### src/rtl/pam_4_pkg.sv
// Shared types and helpers for the PAM-4 receive path.
// Symbol coding is Gray-free: 00 is the most negative level.
package pam_4_pkg;

  typedef logic [1:0] pam4_sym_t;

  localparam pam4_sym_t SYM_M3 = 2'b00;
  localparam pam4_sym_t SYM_M1 = 2'b01;
  localparam pam4_sym_t SYM_P1 = 2'b10;
  localparam pam4_sym_t SYM_P3 = 2'b11;

  typedef enum logic {
    BUF_EMPTY,
    BUF_FULL
  } buf_state_t;

  function automatic int threshold(
    input int sep,
    input int k
  );
    return sep * k;
  endfunction

endpackage

### src/rtl/pam_4_slicer.sv
// Registered mid-point slicer with clip detection.
// Thresholds are compared in widened signed arithmetic.
module pam_4_slicer
  import pam_4_pkg::*;
#(
  parameter int SIGNAL_RESOLUTION = 8,
  parameter int SYMBOL_SEPERATION = 56
) (
  input  logic                         clk,
  input  logic                         rst,
  input  logic [SIGNAL_RESOLUTION-1:0] sample_in,
  input  logic                         sample_in_valid,
  output pam4_sym_t                    sym,
  output logic                         sym_valid,
  output logic                         clip
);

  localparam int W  = SIGNAL_RESOLUTION;
  localparam int TP = threshold(SYMBOL_SEPERATION, 1);
  localparam int TN = -TP;
  localparam int CP = threshold(SYMBOL_SEPERATION, 2);
  localparam int CN = -CP;

  localparam logic signed [W:0]   T_P  = TP[W:0];
  localparam logic signed [W:0]   T_N  = TN[W:0];
  localparam logic signed [W:0]   ZERO = '0;
  localparam logic signed [W+1:0] C_P  = CP[W+1:0];
  localparam logic signed [W+1:0] C_N  = CN[W+1:0];

  logic signed [W:0]   s_t;
  logic signed [W+1:0] s_c;
  pam4_sym_t           sym_d;
  logic                clip_d;

  assign s_t = {sample_in[W-1], sample_in};
  assign s_c = {{2{sample_in[W-1]}}, sample_in};

  always_comb begin
    sym_d = SYM_P3;
    unique case (1'b1)
      (s_t < T_N):                 sym_d = SYM_M3;
      (s_t >= T_N && s_t < ZERO):  sym_d = SYM_M1;
      (s_t >= ZERO && s_t < T_P):  sym_d = SYM_P1;
      default:                     sym_d = SYM_P3;
    endcase
  end

  assign clip_d = (s_c >= C_P) || (s_c <= C_N);

  always_ff @(posedge clk or posedge rst) begin
    if (rst) begin
      sym       <= SYM_M3;
      sym_valid <= 1'b0;
      clip      <= 1'b0;
    end else begin
      sym_valid <= sample_in_valid;
      clip      <= sample_in_valid & clip_d;
      if (sample_in_valid) begin
        sym <= sym_d;
      end
    end
  end

endmodule

### src/rtl/pam_4_slicer_deser.sv
// PAM-4 receive slicer, LSB-first word packer and one-entry
// output buffer with saturating clip/overflow statistics.
module pam_4_slicer_deser
  import pam_4_pkg::*;
#(
  parameter int SIGNAL_RESOLUTION = 8,
  parameter int SYMBOL_SEPERATION = 56,
  parameter int WORD_SYMBOLS      = 4,
  parameter int CNT_WIDTH         = 16
) (
  input  logic                         clk,
  input  logic                         rst,
  input  logic [SIGNAL_RESOLUTION-1:0] sample_in,
  input  logic                         sample_in_valid,
  input  logic                         resync,
  input  logic                         clr_counts,
  output logic [2*WORD_SYMBOLS-1:0]    word_out,
  output logic                         word_out_valid,
  input  logic                         word_out_ready,
  output logic [CNT_WIDTH-1:0]         clip_count,
  output logic [CNT_WIDTH-1:0]         overflow_count
);

  localparam int WW = 2 * WORD_SYMBOLS;
  localparam int IW = $clog2(WORD_SYMBOLS);
  localparam logic [IW-1:0] LAST = IW'(WORD_SYMBOLS - 1);

  pam4_sym_t   sym;
  logic        sym_valid;
  logic        clip;

  logic [IW-1:0] idx;
  logic [IW-1:0] ib;
  logic [WW-1:0] shift_q;
  logic [WW-1:0] word_new;
  logic          complete;

  buf_state_t state, next_state;
  logic       load;
  logic       drop;

  pam_4_slicer #(
    .SIGNAL_RESOLUTION (SIGNAL_RESOLUTION),
    .SYMBOL_SEPERATION (SYMBOL_SEPERATION)
  ) u_slicer (
    .clk             (clk),
    .rst             (rst),
    .sample_in       (sample_in),
    .sample_in_valid (sample_in_valid),
    .sym             (sym),
    .sym_valid       (sym_valid),
    .clip            (clip)
  );

  // resync restarts the word, so a coinciding symbol lands in slot 0
  always_comb begin
    ib       = resync ? '0 : idx;
    word_new = resync ? '0 : shift_q;
    word_new[2*int'(ib) +: 2] = sym;
    complete = sym_valid && (ib == LAST);
  end

  always_ff @(posedge clk or posedge rst) begin
    if (rst) begin
      idx     <= '0;
      shift_q <= '0;
    end else if (sym_valid) begin
      if (complete) begin
        idx     <= '0;
        shift_q <= '0;
      end else begin
        idx     <= ib + 1'b1;
        shift_q <= word_new;
      end
    end else if (resync) begin
      idx     <= '0;
      shift_q <= '0;
    end
  end

  always_comb begin
    next_state = state;
    load       = 1'b0;
    drop       = 1'b0;
    unique case (state)
      BUF_EMPTY: begin
        if (complete) begin
          load       = 1'b1;
          next_state = BUF_FULL;
        end
      end
      BUF_FULL: begin
        if (word_out_ready) begin
          if (complete) begin
            load = 1'b1;
          end else begin
            next_state = BUF_EMPTY;
          end
        end else if (complete) begin
          drop = 1'b1;
        end
      end
    endcase
  end

  always_ff @(posedge clk or posedge rst) begin
    if (rst) begin
      state    <= BUF_EMPTY;
      word_out <= '0;
    end else begin
      state <= next_state;
      if (load) begin
        word_out <= word_new;
      end
    end
  end

  assign word_out_valid = (state == BUF_FULL);

  always_ff @(posedge clk or posedge rst) begin
    if (rst) begin
      clip_count     <= '0;
      overflow_count <= '0;
    end else if (clr_counts) begin
      clip_count     <= '0;
      overflow_count <= '0;
    end else begin
      if (clip && clip_count != '1) begin
        clip_count <= clip_count + 1'b1;
      end
      if (drop && overflow_count != '1) begin
        overflow_count <= overflow_count + 1'b1;
      end
    end
  end

endmodule

### config.mk
export PLATFORM = sky130hd
export DESIGN_NAME = pam_4_slicer_deser
export DESIGN_NICKNAME = d
export VERILOG_FILES = /design/src/rtl/pam_4_pkg.sv /design/src/rtl/pam_4_slicer.sv /design/src/rtl/pam_4_slicer_deser.sv
export SDC_FILE = /design/constraint.sdc
export NUM_CORES = 1
export LEC_CHECK = 0
export CAP_MARGIN = 25
export CORE_MARGIN = 2
export CORE_UTILIZATION = 45
export CTS_CLUSTER_SIZE = 12
export DETAILED_ROUTE_END_ITERATION = 10
export DONT_BUFFER_PORTS = 1
export HOLD_SLACK_MARGIN = 0.12
export SYNTH_ARGS = -nofsm -noshare
export SYNTH_HDL_FRONTEND = slang
export SYNTH_SLANG_ARGS = --single-unit
### constraint.sdc
create_clock -name clk -period 3.9 [get_ports clk]
set_input_delay 0.585 -clock clk [delete_from_list [all_inputs] [get_ports clk]]
set_output_delay 0.585 -clock clk [all_outputs]
set_load 0.005 [all_outputs]
* Word level (Yosys, flattened, before mapping)
Index checks and enable logic that the tools add are counted.
Word-level totals: register bits after elaboration 55, latch bits 0, bits in writable memories 0, bits in read-only memories 0, input bits 14, output and inout bits 41, word-level logic and storage cells 54, memories 0
Operators by class: add/sub/neg operators 4, multiply operators 0, divide/modulo/power cells 0, $lt $le $gt $ge 7, eq/ne operators 3, shifts and indexed selects 2, muxes and demuxes 19, bitwise operators 2, reduce and logical (&&, ||, !) cells 8
Operators by type and width (number):
- 2-to-1 mux 16 bit | 4
- negation 3 -> 33 bit | 1
- variable shift 2 x 33 -> 8 bit, first input constant | 1
- variable part select 2 x 33 -> 8 bit | 1
- adder 16 x 1 -> 16 bit, second input constant | 2
- inequality test 16 bit, second input constant | 2
- 2-to-1 mux 8 bit | 3
- less-than comparator 8 x 7 -> 1 bit, second input constant | 2
- bitwise mux 8 bit | 1
- >= comparator 8 x 1 -> 1 bit, second input constant | 1
- >= comparator 8 x 7 -> 1 bit, second input constant | 1
- >= comparator 8 bit, second input constant | 1
- less-or-equal comparator 8 bit, second input constant | 1
- less-than comparator 8 x 1 -> 1 bit, second input constant | 1
- 2-to-1 mux 2 bit | 3
- one-hot mux 2 bit (3 select lines) | 1
- logical AND 1 bit | 5
- 2-to-1 mux 1 bit | 5
- one-hot mux 1 bit (2 select lines) | 2
- nonzero test 2 bit | 2
- adder 2 x 1 -> 2 bit, second input constant | 1
- equality test 2 bit, second input constant | 1
- AND 1 bit | 1
- logical OR 1 bit | 1
- inverter 1 bit | 1

* Longest topological paths before layout
depth after elaboration 9, mapped depth 9, depth with buffers taken out 8

* Hierarchy
A second synthesis with hierarchy kept.
Second synthesis, totals: cells, all modules 307, area, all modules 2876.5 sq um
Modules (own cells, without submodules):
- pam_4_slicer_deser | instances 1, cells each 290, area each 2686.3 sq um, seq. area each 1226.2 sq um
- pam_4_slicer | instances 1, cells each 17, area each 190.2 sq um, seq. area each 100.1 sq um

* Least setup slack after synthesis
Ideal clock, no wire load.
kind input to register, from in resync, to reg word_out[4], library setup time 0.083 ns, data arrival time 2.005 ns, data required time 3.817 ns, path slack 1.812 ns, cell stages on the path 7, path buffers 1, cell sequence clkbuf_1 > nor2_1 > inv_1 > ha_1 > nor4b_1 > a21oi_1 > o21ai_0
On the way: word-level cells in the longest chain between the ends 6, elaborated cells between the ends (all ways) 11, classes of those cells 1 x add/sub; 1 x eq/ne; 2 x shift; 6 x mux; 1 x reduce/logical
Ends and longest elaborated chain:
- start: declaration | line pam_4_slicer_deser.sv:15 | input logic resync,
- branches (longest 6 deep; another with negation 3 -> 33 bit)
- end signal: assignment | line pam_4_slicer_deser.sv:113 | word_out <= word_new;
- end: declaration | line pam_4_slicer_deser.sv:17 | output logic [2*WORD_SYMBOLS-1:0] word_out,
Parallel ways; which one is timed is not known. A chain may end at the register's enable or synchronous reset.

* Worst setup path after layout
from reg idx[0], to reg word_out[4]
On the way: word-level cells in the longest chain between the ends 6, elaborated cells between the ends (all ways) 10, classes of those cells 1 x add/sub; 1 x eq/ne; 2 x shift; 5 x mux; 1 x reduce/logical
Ends and longest elaborated chain:
- start: declaration | line pam_4_slicer_deser.sv:32 | logic [IW-1:0] idx;
- start signal: assignment | line pam_4_slicer_deser.sv:72 | idx <= ib + 1'b1;
- 2-to-1 mux 2 bit (*)
- branches (longest 5 deep; another with negation 3 -> 33 bit)
Every way passes the cells marked *.

==> impl_results.md <==
* Drt first-iter violations at 113
* Die X at 85.28 um
* First-pass GRT wire length at between 10,000 and 15,000 um
* Status: complete, no violations
* Number of nets in the layout at 320
* Ys async rst share at 1.000
* Synthesis-stage register bit count at 53
* Hold Worst Slack at 0.3005 ns
* Critical Path Sink Type: flip-flop
* Worst skew pair latency at 0.30 ns
* Largest net degree at the start of global routing at 39
* Drt wl/cell at 17.23 um
* Startpoint types: flip-flop
* Simple-gate share of the synthesized area at 0.2677
* Max_slew headroom at 0.4581
* Port-buffer cells at 0
* TritonRoute pass-1 iters at 4
* Seq/Total Area, Yosys at 0.4461
* Synth cell types at 59
* Crit-path cells: inv_1, nor2_1, inv_1, ha_1, nor4b_1, a21oi_1, o21ai_0
* Critical Path AT at between 2 and 2.5 ns
* GRT Total Usage at 0.1817
* Pwr Density at 333.6 mW/mm2
* Die Ht at 85.28 um
* Post-CTS Hold Buffers at 0
* Synth Area in Compound Gates at 0.1684
* Synth area leader: dfrtp_1
* Least-Margin Pin Slew at 0.8116 ns
* Final Slew Violations at 0
* Top-count cell post-synth: dfrtp_1
* Routed via count at 2,338
* H-tree Lvls at 2
* Die ar. at 0.007273 mm2
* CP delay by family, top: simple AND/OR/NAND/NOR gates
* Share of layout cells above drive strength 1 at 0.1026
* DP Wirelength at 4632 um
* Top cells by count, synth: 53 x dfrtp_1, 24 x nand2_1, 23 x nor2_1
* Top cell type's share of synthesized area at 0.4461
* Primary FF master, synth: dfrtp_1
* Biggest fanout along the worst timing path at 8
* Worst clock skew at roughly 0.0039 ns
* CP max stage delay at about 0.48 ns
* Setup bufs post-CTS at 0
* Synth Instances at 303
* Rows at 29
* CP max stage cell: dfrtp_1
* Worst Path Required at 4.12 ns
* Fin crit period at 2.108 ns
* CTS tree: yes
* Final ANT Viol Nets at 0
* Total CTS buffers at 5
* Post-Synth Adder-Cell Area at 0.02104
* I/O pin total at 55
* Root Buffer: clkbuf_8
* Post-CTS Resized at 0
* Place WS at 1.778 ns
* Crit path kind: flip-flop to flip-flop
* Mean area per synthesized cell at 9.811 um2
* Max VDD drop at approximately 0.23 mV
* Reg clk slew, reported paths at 0.10 ns
* Max cap viols at 0
* Min-delay worst type: primary input to flip-flop
* Total Power at 1.049 mW
* Top area cells in the synthesized netlist: dfrtp_1 45%, mux2_2 3.4%, nand2_1 3.0%
* Critical path buffers and inverters at 2
* Ant. Diodes at 0
* Final period util at 0.5406
* RSZ-0062 raised after global routing: false
* Routability cong. at 0.8748
* Critical Path Most Common Cell: inv_1
* Post-synth EDFFs at 0
* Mux contribution to synthesized area at 0.05934
* Yosys warns at 0
* Sum Neg Setup Slack at 0 ns
* Area grow syn2layout at 5.808%
* Post-Syn Nets at 322
* Synth Area in XOR/XNOR at 0.002946
* Post-layout util at 0.4926
* Starting Density at 0.4655
* Leak Pwr at 1.268 nW
* Final wirelength at 6531 um
* Final number of setup-violating endpoints at 0
* # clock sinks at 53
* Vias in the first global route at ~2,200
* Maximum root-to-sink buffer count at 2
* DRC Markers at 0
* Vias/cell at 6.169
* Final WS setup at 1.792 ns
* Core area at 0.006386 mm2
* Main combinational cell family by area after synthesis: simple AND/OR/NAND/NOR gates
* Initial antenna violation count at 0
* Post-Syn Area at 0.002973 mm2
* Max Fclk at 0.4743 GHz
* Final hold vios at 0
* GR Overflow Total at 0
where the power goes:
part	total, mW	internal [mW]	switching, mW	leakage [nW]
registers	0.592	0.569	0.0232	0.727
logic	0.0707	0.0300	0.0406	0.481
clock network	0.386	0.197	0.189	0.0603
total	1.05	0.796	0.253	1.27
state kept, by name (all words and copies together) (netlist names):
register and cells:
u_slicer.sym 2, overflow_count 16, clip_count 16, idx 2, u_slicer.clip 1, word_out 8, shift_q 6, word_out_valid 1
u_slicer.sym_valid 1
cell usage in the layout, fill, tap and decap left out, types with 4 or more instances in the layout:
| cell type | count |
|---|---|
| mux2_1 | 4 |
| inv_1 | 12 |
| nand3_1 | 10 |
| nand4_1 | 8 |
| a21oi_1 | 15 |
| a32oi_1 | 4 |
| clkbuf_8 | 5 |
| nor4_1 | 6 |
| o31ai_1 | 5 |
| mux2_2 | 9 |
| nand2_1 | 24 |
| a211oi_1 | 5 |
| nor2_1 | 23 |
| and4_1 | 7 |
| dfrtp_1 | 53 |
| or4_1 | 4 |
| nand2b_1 | 6 |
| o21ai_0 | 11 |
| o41ai_1 | 4 |
| ha_1 | 5 |
| nor3_1 | 7 |
| nor2b_1 | 13 |
area by class of cell:
cell class                 instances  area (um2)
clock buffer                       5       68.82
clock inverter                     3       50.05
fill                             615        3241
inverter                          14       52.55
multi-input combinational        226        1544
sequential                        53        1326
tap                               77       96.34
timing repair buffer               1       7.507
cells by family after synthesis:
| group | after synthesis |
|---|---|
| xor gates and xnor gates | 1 |
| muxes | 16 |
| AOI/OAI and AO/OA | 72 |
| and+or+nand+nor | 132 |
| buffers and inverters | 24 |
| DFF | 53 |
| adders and majority gates | 5 |
path summary, 6_finish.rpt:
kind | start | endpoint | slack [ns] | cells past startpoint
worst min-delay path | sample_in_valid | u_slicer.sym_valid | 0.30 | 0
worst min register to register | word_out[2] | word_out[2] | 0.52 | 2
max in group asynchronous | rst | overflow_count[4] | 2.86 | 2
worst max register to register | idx[0] | word_out[4] | 1.79 | 7
worst max-delay path | idx[0] | word_out[4] | 1.79 | 7
min in group asynchronous | rst | clip_count[10] | 0.31 | 1
routing by layer:
layer | GRT usage | up-vias | wire length, um
li1 | - | 1146 | -
met4 | 0.03463 | 0 | 48
met1 | 0.2539 | 1127 | 3048
met2 | 0.2798 | 60 | 2991
met5 | 0 | - | 0
met3 | 0.05837 | 5 | 443
stage by stage:
stage               cell area, um2  instances
CTS                           3146        379
finish                        3146        379
floorplan                     2973        303
detailed placement            3027        371
global placement              3027        371
global route                  3146        379
(Power assumes the default switching activity.)
